<file path="config.mk">
export PLATFORM = sky130hd
export DESIGN_NAME = piccolo_ksched_ctrl
export DESIGN_NICKNAME = d
export VERILOG_FILES = /design/src/rtl/piccolo_ksched_ctrl_pkg.sv /design/src/rtl/piccolo_con_gen.sv /design/src/rtl/piccolo_ksched_ctrl.sv
export SDC_FILE = /design/constraint.sdc
export NUM_CORES = 1
export LEC_CHECK = 0
export ABC_CLOCK_PERIOD_IN_PS = 3630
export CAP_MARGIN = 10
export CORE_ASPECT_RATIO = 0.6
export CORE_MARGIN = 2
export CORE_UTILIZATION = 35
export CTS_BUF_LIST = sky130_fd_sc_hd__clkbuf_4 sky130_fd_sc_hd__clkbuf_8 sky130_fd_sc_hd__clkbuf_16
export DETAILED_ROUTE_END_ITERATION = 16
export GPL_ROUTABILITY_DRIVEN = 0
export PLACE_DENSITY = 0.69
export SYNTH_ARGS = -nofsm -noshare
export SYNTH_HDL_FRONTEND = slang
export SYNTH_SLANG_ARGS = --single-unit
</file>
<file path="constraint.sdc">
create_clock -name clk -period 3.63 [get_ports clk]
set_input_delay 0.363 -clock clk [delete_from_list [all_inputs] [get_ports clk]]
set_output_delay 0.363 -clock clk [all_outputs]
set_load 0.01 [all_outputs]
</file>
<file path="src/rtl/piccolo_ksched_ctrl_pkg.sv">
// Shared definitions for the Piccolo key-schedule controller: constants,
// state encoding, the half-word key type and small key helpers.
package piccolo_ksched_ctrl_pkg;

  localparam logic [31:0] KEYCONST      = 32'h0F1E2D3C;
  localparam int          ROUNDS80_DEF  = 25;
  localparam int          ROUNDS128_DEF = 31;

  typedef enum logic [1:0] {
    ST_IDLE = 2'd0,
    ST_LOAD = 2'd1,
    ST_RUN  = 2'd2,
    ST_FIN  = 2'd3
  } state_t;

  typedef logic [15:0] half_t;

  // Element n holds key word kn (k0 is element 0).
  typedef half_t [7:0] keyreg_t;

  // Whitening-key half built from the high byte of one word and the low byte of another.
  function automatic half_t mix_bytes(input half_t hi_src, input half_t lo_src);
    return {hi_src[15:8], lo_src[7:0]};
  endfunction

  // 128-bit schedule reordering (k2,k1,k6,k7,k0,k3,k4,k5).
  function automatic keyreg_t permute_key(input keyreg_t k);
    keyreg_t p;
    p[0] = k[2];
    p[1] = k[1];
    p[2] = k[6];
    p[3] = k[7];
    p[4] = k[0];
    p[5] = k[3];
    p[6] = k[4];
    p[7] = k[5];
    return p;
  endfunction

endpackage

</file>
<file path="src/rtl/piccolo_con_gen.sv">
// Round-constant generator: maps the round index to the con2i/con2i+1 pair.
module piccolo_con_gen
  import piccolo_ksched_ctrl_pkg::*;
(
  input  logic [4:0] i,
  output half_t      con_hi,
  output half_t      con_lo
);

  logic [4:0]  ci;
  logic [31:0] t;

  // Pack ci around zero fields into 32 bits, then fold in the fixed mask.
  always_comb begin
    ci     = i + 5'd1;
    t      = {ci, 5'd0, ci, 2'b00, ci, 5'd0, ci} ^ KEYCONST;
    con_hi = t[31:16];
    con_lo = t[15:0];
  end

endmodule

</file>
<file path="src/rtl/piccolo_ksched_ctrl.sv">
// Piccolo key-schedule controller: latches the user key, emits the whitening
// key and streams one round-key pair per round over valid/ready.
// Optional 128-bit key support is compiled in when PICCOLO_128_EN is defined.
module piccolo_ksched_ctrl
  import piccolo_ksched_ctrl_pkg::*;
#(
  parameter int ROUNDS80  = ROUNDS80_DEF,
  parameter int ROUNDS128 = ROUNDS128_DEF
) (
  input  logic         clk,
  input  logic         rst,
  input  logic         start,
  input  logic [127:0] key_in,
  input  logic         key_len,
  output logic         busy,
  output logic         wk_valid,
  output logic [63:0]  wk_out,
  output logic         rk_valid,
  input  logic         rk_ready,
  output logic [31:0]  rk_out,
  output logic [4:0]   rk_round,
  output logic         rk_last,
  output logic         done
);

  localparam logic [4:0] LAST80 = 5'(ROUNDS80 - 1);

  state_t      state_q, state_d;
  keyreg_t     key_q, load_key, pair_key;
  logic [4:0]  i_q, pair_i, last_idx;
  logic [2:0]  mod5_q, pair_mod5;
  logic        advance;
  logic [63:0] wk_q, wk_d;
  logic        wk_valid_q;
  logic [31:0] rk_q, rk_d;
  half_t       con_hi, con_lo;
  half_t       rk_hi, rk_lo;

`ifdef PICCOLO_128_EN
  localparam logic [4:0] LAST128 = 5'(ROUNDS128 - 1);
  logic       mode_q;
  logic [2:0] idx_hi, idx_lo;
`else
  localparam int unused_rounds128 = ROUNDS128;
  logic unused_inputs;
  assign unused_inputs = ^{key_len, key_in[127:80]};
`endif

  piccolo_con_gen u_con_gen (
    .i      (pair_i),
    .con_hi (con_hi),
    .con_lo (con_lo)
  );

  // Final round index for the mode latched with start.
  always_comb begin
    last_idx = LAST80;
`ifdef PICCOLO_128_EN
    if (mode_q) last_idx = LAST128;
`endif
  end

  // Split the user key into 16-bit words, k0 being the most significant word.
  always_comb begin
    load_key = '0;
    for (int n = 0; n < 5; n++) load_key[n] = key_in[79-16*n -: 16];
`ifdef PICCOLO_128_EN
    if (key_len) begin
      for (int n = 0; n < 8; n++) load_key[n] = key_in[127-16*n -: 16];
    end
`endif
  end

  // Next-state logic, status outputs and selection of the next pair to present.
  always_comb begin
    state_d   = state_q;
    advance   = 1'b0;
    pair_i    = i_q;
    pair_mod5 = mod5_q;
    pair_key  = key_q;
    busy      = (state_q != ST_IDLE);
    rk_valid  = (state_q == ST_RUN);
    done      = (state_q == ST_FIN);
    rk_last   = (state_q == ST_RUN) && (i_q == last_idx);
    case (state_q)
      ST_IDLE: begin
        if (start) state_d = ST_LOAD;
      end
      ST_LOAD: begin
        state_d   = ST_RUN;
        advance   = 1'b1;
        pair_i    = 5'd0;
        pair_mod5 = 3'd0;
      end
      ST_RUN: begin
        if (rk_ready) begin
          if (i_q == last_idx) begin
            state_d = ST_FIN;
          end else begin
            advance   = 1'b1;
            pair_i    = i_q + 5'd1;
            pair_mod5 = (mod5_q == 3'd4) ? 3'd0 : mod5_q + 3'd1;
`ifdef PICCOLO_128_EN
            if (mode_q && (pair_i[1:0] == 2'b11)) pair_key = permute_key(key_q);
`endif
          end
        end
      end
      ST_FIN: begin
        state_d = ST_IDLE;
      end
      default: state_d = ST_IDLE;
    endcase
  end

  // Pick the two key words for the next pair and mix in the round constants.
  always_comb begin
    rk_hi = pair_key[2];
    rk_lo = pair_key[3];
    case (pair_mod5)
      3'd1, 3'd4: begin
        rk_hi = pair_key[0];
        rk_lo = pair_key[1];
      end
      3'd3: begin
        rk_hi = pair_key[4];
        rk_lo = pair_key[4];
      end
      default: ;
    endcase
`ifdef PICCOLO_128_EN
    idx_hi = {pair_i[1:0] + 2'd1, 1'b0};
    idx_lo = {pair_i[1:0] + 2'd1, 1'b1};
    if (mode_q) begin
      rk_hi = pair_key[idx_hi];
      rk_lo = pair_key[idx_lo];
    end
`endif
    rk_d = {rk_hi ^ con_hi, rk_lo ^ con_lo};
  end

  // Whitening key from the latched key words.
  always_comb begin
    wk_d = {mix_bytes(key_q[0], key_q[1]), mix_bytes(key_q[1], key_q[0]),
            mix_bytes(key_q[4], key_q[3]), mix_bytes(key_q[3], key_q[4])};
`ifdef PICCOLO_128_EN
    if (mode_q) wk_d[31:0] = {mix_bytes(key_q[4], key_q[7]), mix_bytes(key_q[7], key_q[4])};
`endif
  end

  // State, key register, round counters and registered key outputs.
  always_ff @(posedge clk) begin
    if (rst) begin
      state_q    <= ST_IDLE;
      key_q      <= '0;
      i_q        <= '0;
      mod5_q     <= '0;
      wk_q       <= '0;
      wk_valid_q <= 1'b0;
      rk_q       <= '0;
    end else begin
      state_q <= state_d;
      if ((state_q == ST_IDLE) && start) begin
        key_q      <= load_key;
        wk_valid_q <= 1'b0;
      end
      if (state_q == ST_LOAD) begin
        wk_q       <= wk_d;
        wk_valid_q <= 1'b1;
      end
      if (advance) begin
        i_q    <= pair_i;
        mod5_q <= pair_mod5;
        key_q  <= pair_key;
        rk_q   <= rk_d;
      end
    end
  end

`ifdef PICCOLO_128_EN
  // Key-length mode captured alongside the key.
  always_ff @(posedge clk) begin
    if (rst) begin
      mode_q <= 1'b0;
    end else if ((state_q == ST_IDLE) && start) begin
      mode_q <= key_len;
    end
  end
`endif

  assign wk_valid = wk_valid_q;
  assign wk_out   = wk_q;
  assign rk_out   = rk_q;
  assign rk_round = i_q;

endmodule

</file>
==> metrics <==
TritonRoute pass-1 iters 5; top cell family by delay on the critical path compound AO/OA/AOI/OAI gates; Initial DRC Count 525; CTS tree yes; FP Rows 41; Reg clk slew, reported paths 0.07 ns; worst-path cell chain inv_1 > ha_1 > nand2_1 > nor3_2 > mux2_4 > a211o_1 > buf_4 > o221ai_1 > xor2_1 > a22o_1; worst reg-to-reg path cell count 10; cell taking the most area after synthesis dfxtp_1; dpl ws 0.5521 ns; routed length per instance 18.38 µm; Final Hold Fails 0; largest net degree at the start of global routing 81; Overall Global Routing Usage 21.00%; Via Count 6716; fmax 316.8 MHz; ratio of cells with drive above 1 in the final layout 7.759%; maximum root-to-sink buffer count 2; Vias/cell 5.123; worst endpoint required time 3.96 ns; Async SR Flop Fraction 0%; Worst R2R Setup Slack 0.47 ns; Die Span Y 118.4 µm; DP Area 9767 µm²; leakage 3.760 nW; CP startpoint kind register; CP Capture Type register; Sequential cell area 3744 µm²; Filler cells 2000; Mapped Cells 855; first-pass GRT wire length 37.07 mm; cell-internal power 5.257 mW; nets 1161; Synth cell types 51; area grow syn2layout 36.42%; Antenna Nets Post-Route 0; final cell count without fillers 1311; total grt overflow 0; Yosys top cell area share 49.03%; Final WS setup 0.4738 ns; die width 194.7 µm; CP bufs+invs 2; DRC 0; CTS H-tree lvls 4; highest-delay cell along the critical path ha_1; Final Skew 0.008814 ns; initial antenna violation count 1; hold endpoint wk_out[11]; Worst-Skew Late Latency 0.44 ns; hold crit path type in2reg; Sw Pwr 3.276 mW; YS warnings 0; final setup violation count 0; switch share 38.39%; critical path data arrival time 3.49 ns; Port Buffers 189; hold depth 2; vias in the first global route 6467; I/O pin total 239; Reg-to-Reg Start state_q[0]; Yosys reg bits 187; Mapped Area 7636 µm²; CTS Buf Count 17; Tightest Pin Transition 0.9580 ns; area of the multi-input gates 3600 µm²; Pwr Density 819.0 nW/µm²; setup bufs post-CTS 0; Pins Over Slew Limit 0; min Tclk post-route 3.156 ns; setup TNS 0 ns; sequential power share 33.7%; Root Buffer clkbuf_16; # resized after CTS 0; RR Endpoint rk_out[21]; RSZ-0062 raised after global routing false; Detail Placement HPWL 17.01 mm; Initial Util 36.04%; design area 10420 µm²; Post-synth EDFFs 0; Logic pwr share 42.8%; CP max stage delay 0.49 ns; drt total wl 24.10 mm; sequential-to-total area share from yosys stat 49.03%; crit share post-route 86.95%; Synth Area per Inst 8.931 µm²; placed cell count 1276; CTS Hold Buffers Added 0; Layout Utilization 49.17%; Min-Delay Startpoint rst; Max FO, Critical Path 11; status finished, final reports clean; Post-Syn Nets 998; power share of the clock group 23.4%; die area 23050 µm²; Worst VDD drop 0.5840 mV; Synth area leaders dfxtp_1 49%, nand2_1 8.6%, mux2i_1 8.5%, a21oi_1 6.0%, nor2_1 4.7%; Most used DFF post-synth dfxtp_1; CP Class reg2reg; CTS Sinks 187; Slew headroom 36.13%; max-cap violation count 0; core box area 21190 µm²
## cell usage after synthesis, types with 6 or more instances
cell	instances
dfxtp_1	187
o22ai_1	8
clkbuf_1	49
nand3_1	10
inv_1	12
o221ai_2	15
xnor2_1	10
nor2_1	95
ha_1	10
mux2i_1	65
nand2_1	175
o21ai_0	10
a22o_1	20
a211oi_1	8
xor2_1	12
a222oi_1	6
nand3b_1	11
a21oi_1	92
## registers in the layout (all words and copies together), names as in the netlist
register / flops
key_q: 80
state_q: 2
rk_out: 32
wk_valid: 1
rk_round: 5
wk_out: 64
mod5_q: 3
## per-stage QoR
stage               power, mW  hold WS (ns)
floorplan               5.199        0.4360
global placement        6.501        0.4434
detailed placement      6.560        0.4468
CTS                     8.573        0.2562
global route            9.059        0.2787
finish                  8.532        0.2776
## worst max-delay path by stage
stage	start	end	cells after the start
final	state_q[0]	rk_out[21]	10
after CTS	state_q[0]	rk_out[22]	10
after detailed placement	state_q[0]	rk_out[22]	10
after global placement	state_q[0]	rk_out[21]	10
after global routing	state_q[0]	rk_out[7]	10
after floorplan	rk_round[0]	rk_out[29]	11
## power groups by stage
stage	Combinational, mW	Clock (mW)	Sequential, mW
4_1_cts	3.66	2.04	2.88
3_3_place_gp	3.58	0	2.92
2_1_floorplan	2.32	0	2.88
3_5_place_dp	3.64	0	2.92
5_1_grt	4.01	2.12	2.93
6_report	3.66	2.00	2.88
## cell type report
cell class	instances	area share [%]
Sequential cell	187	35.94
Multi-Input combinational cell	592	34.55
Timing Repair Buffer	208	19.70
Clock buffer	18	4.156
Tap cell	279	3.351
Clock inverter	14	1.850
Inverter	12	0.4324
Antenna cell	1	0.02402
## cell usage in the layout (no fill, tap or decap), types with 2 or more instances in the layout
master           Yosys  routed
a211o_1              2       2
a211oi_1             8       8
a21oi_1             92      92
a21oi_2              2       2
a222oi_1             6       6
a22o_1              20      20
and2_1               2       2
buf_4                1      17
buf_6                4       2
bufinv_16            0       4
clkbuf_16            0      17
clkdlybuf4s50_1      0     188
clkinv_2             0       3
clkinvlp_4           0       3
dfxtp_1            187     187
ha_1                10       9
inv_1               12      12
inv_6                0       3
mux2i_1             65      65
nand2_1            175     175
nand2b_1             3       3
nand3_1             10       9
nand3b_1            11      11
nand4_1              3       3
nor2_1              95      94
nor2b_1              2       2
nor3_1               4       4
o2111ai_1            2       2
o21ai_0             10      10
o221ai_1             5       5
o221ai_2            15      15
o22ai_1              8       8
xnor2_1             10      10
xor2_1              12      12
## per-layer routing
metal  vias up  wire length (µm)  GRT usage [%]  share of wire, %
met3        27              1961          5.936               8.1
met2       232              9875          30.15                41
met5         -                 0              0                 0
li1       3261                 -              -                 -
met4         0               352          6.683               1.5
met1      3196             11910          30.11                49
## logic make-up after synthesis
family	Yosys count	synth area share (%)
AND/OR/NAND/NOR	313	16.93
flip-flops	187	49.03
AO/OA/AOI/OAI	179	16.48
buffers and inverters	76	4.260
multiplexers	66	8.717
XOR/XNOR	24	2.949
adder cells (fa/ha/maj)	10	1.639
Note: power is estimated with default switching activity, not from simulation.
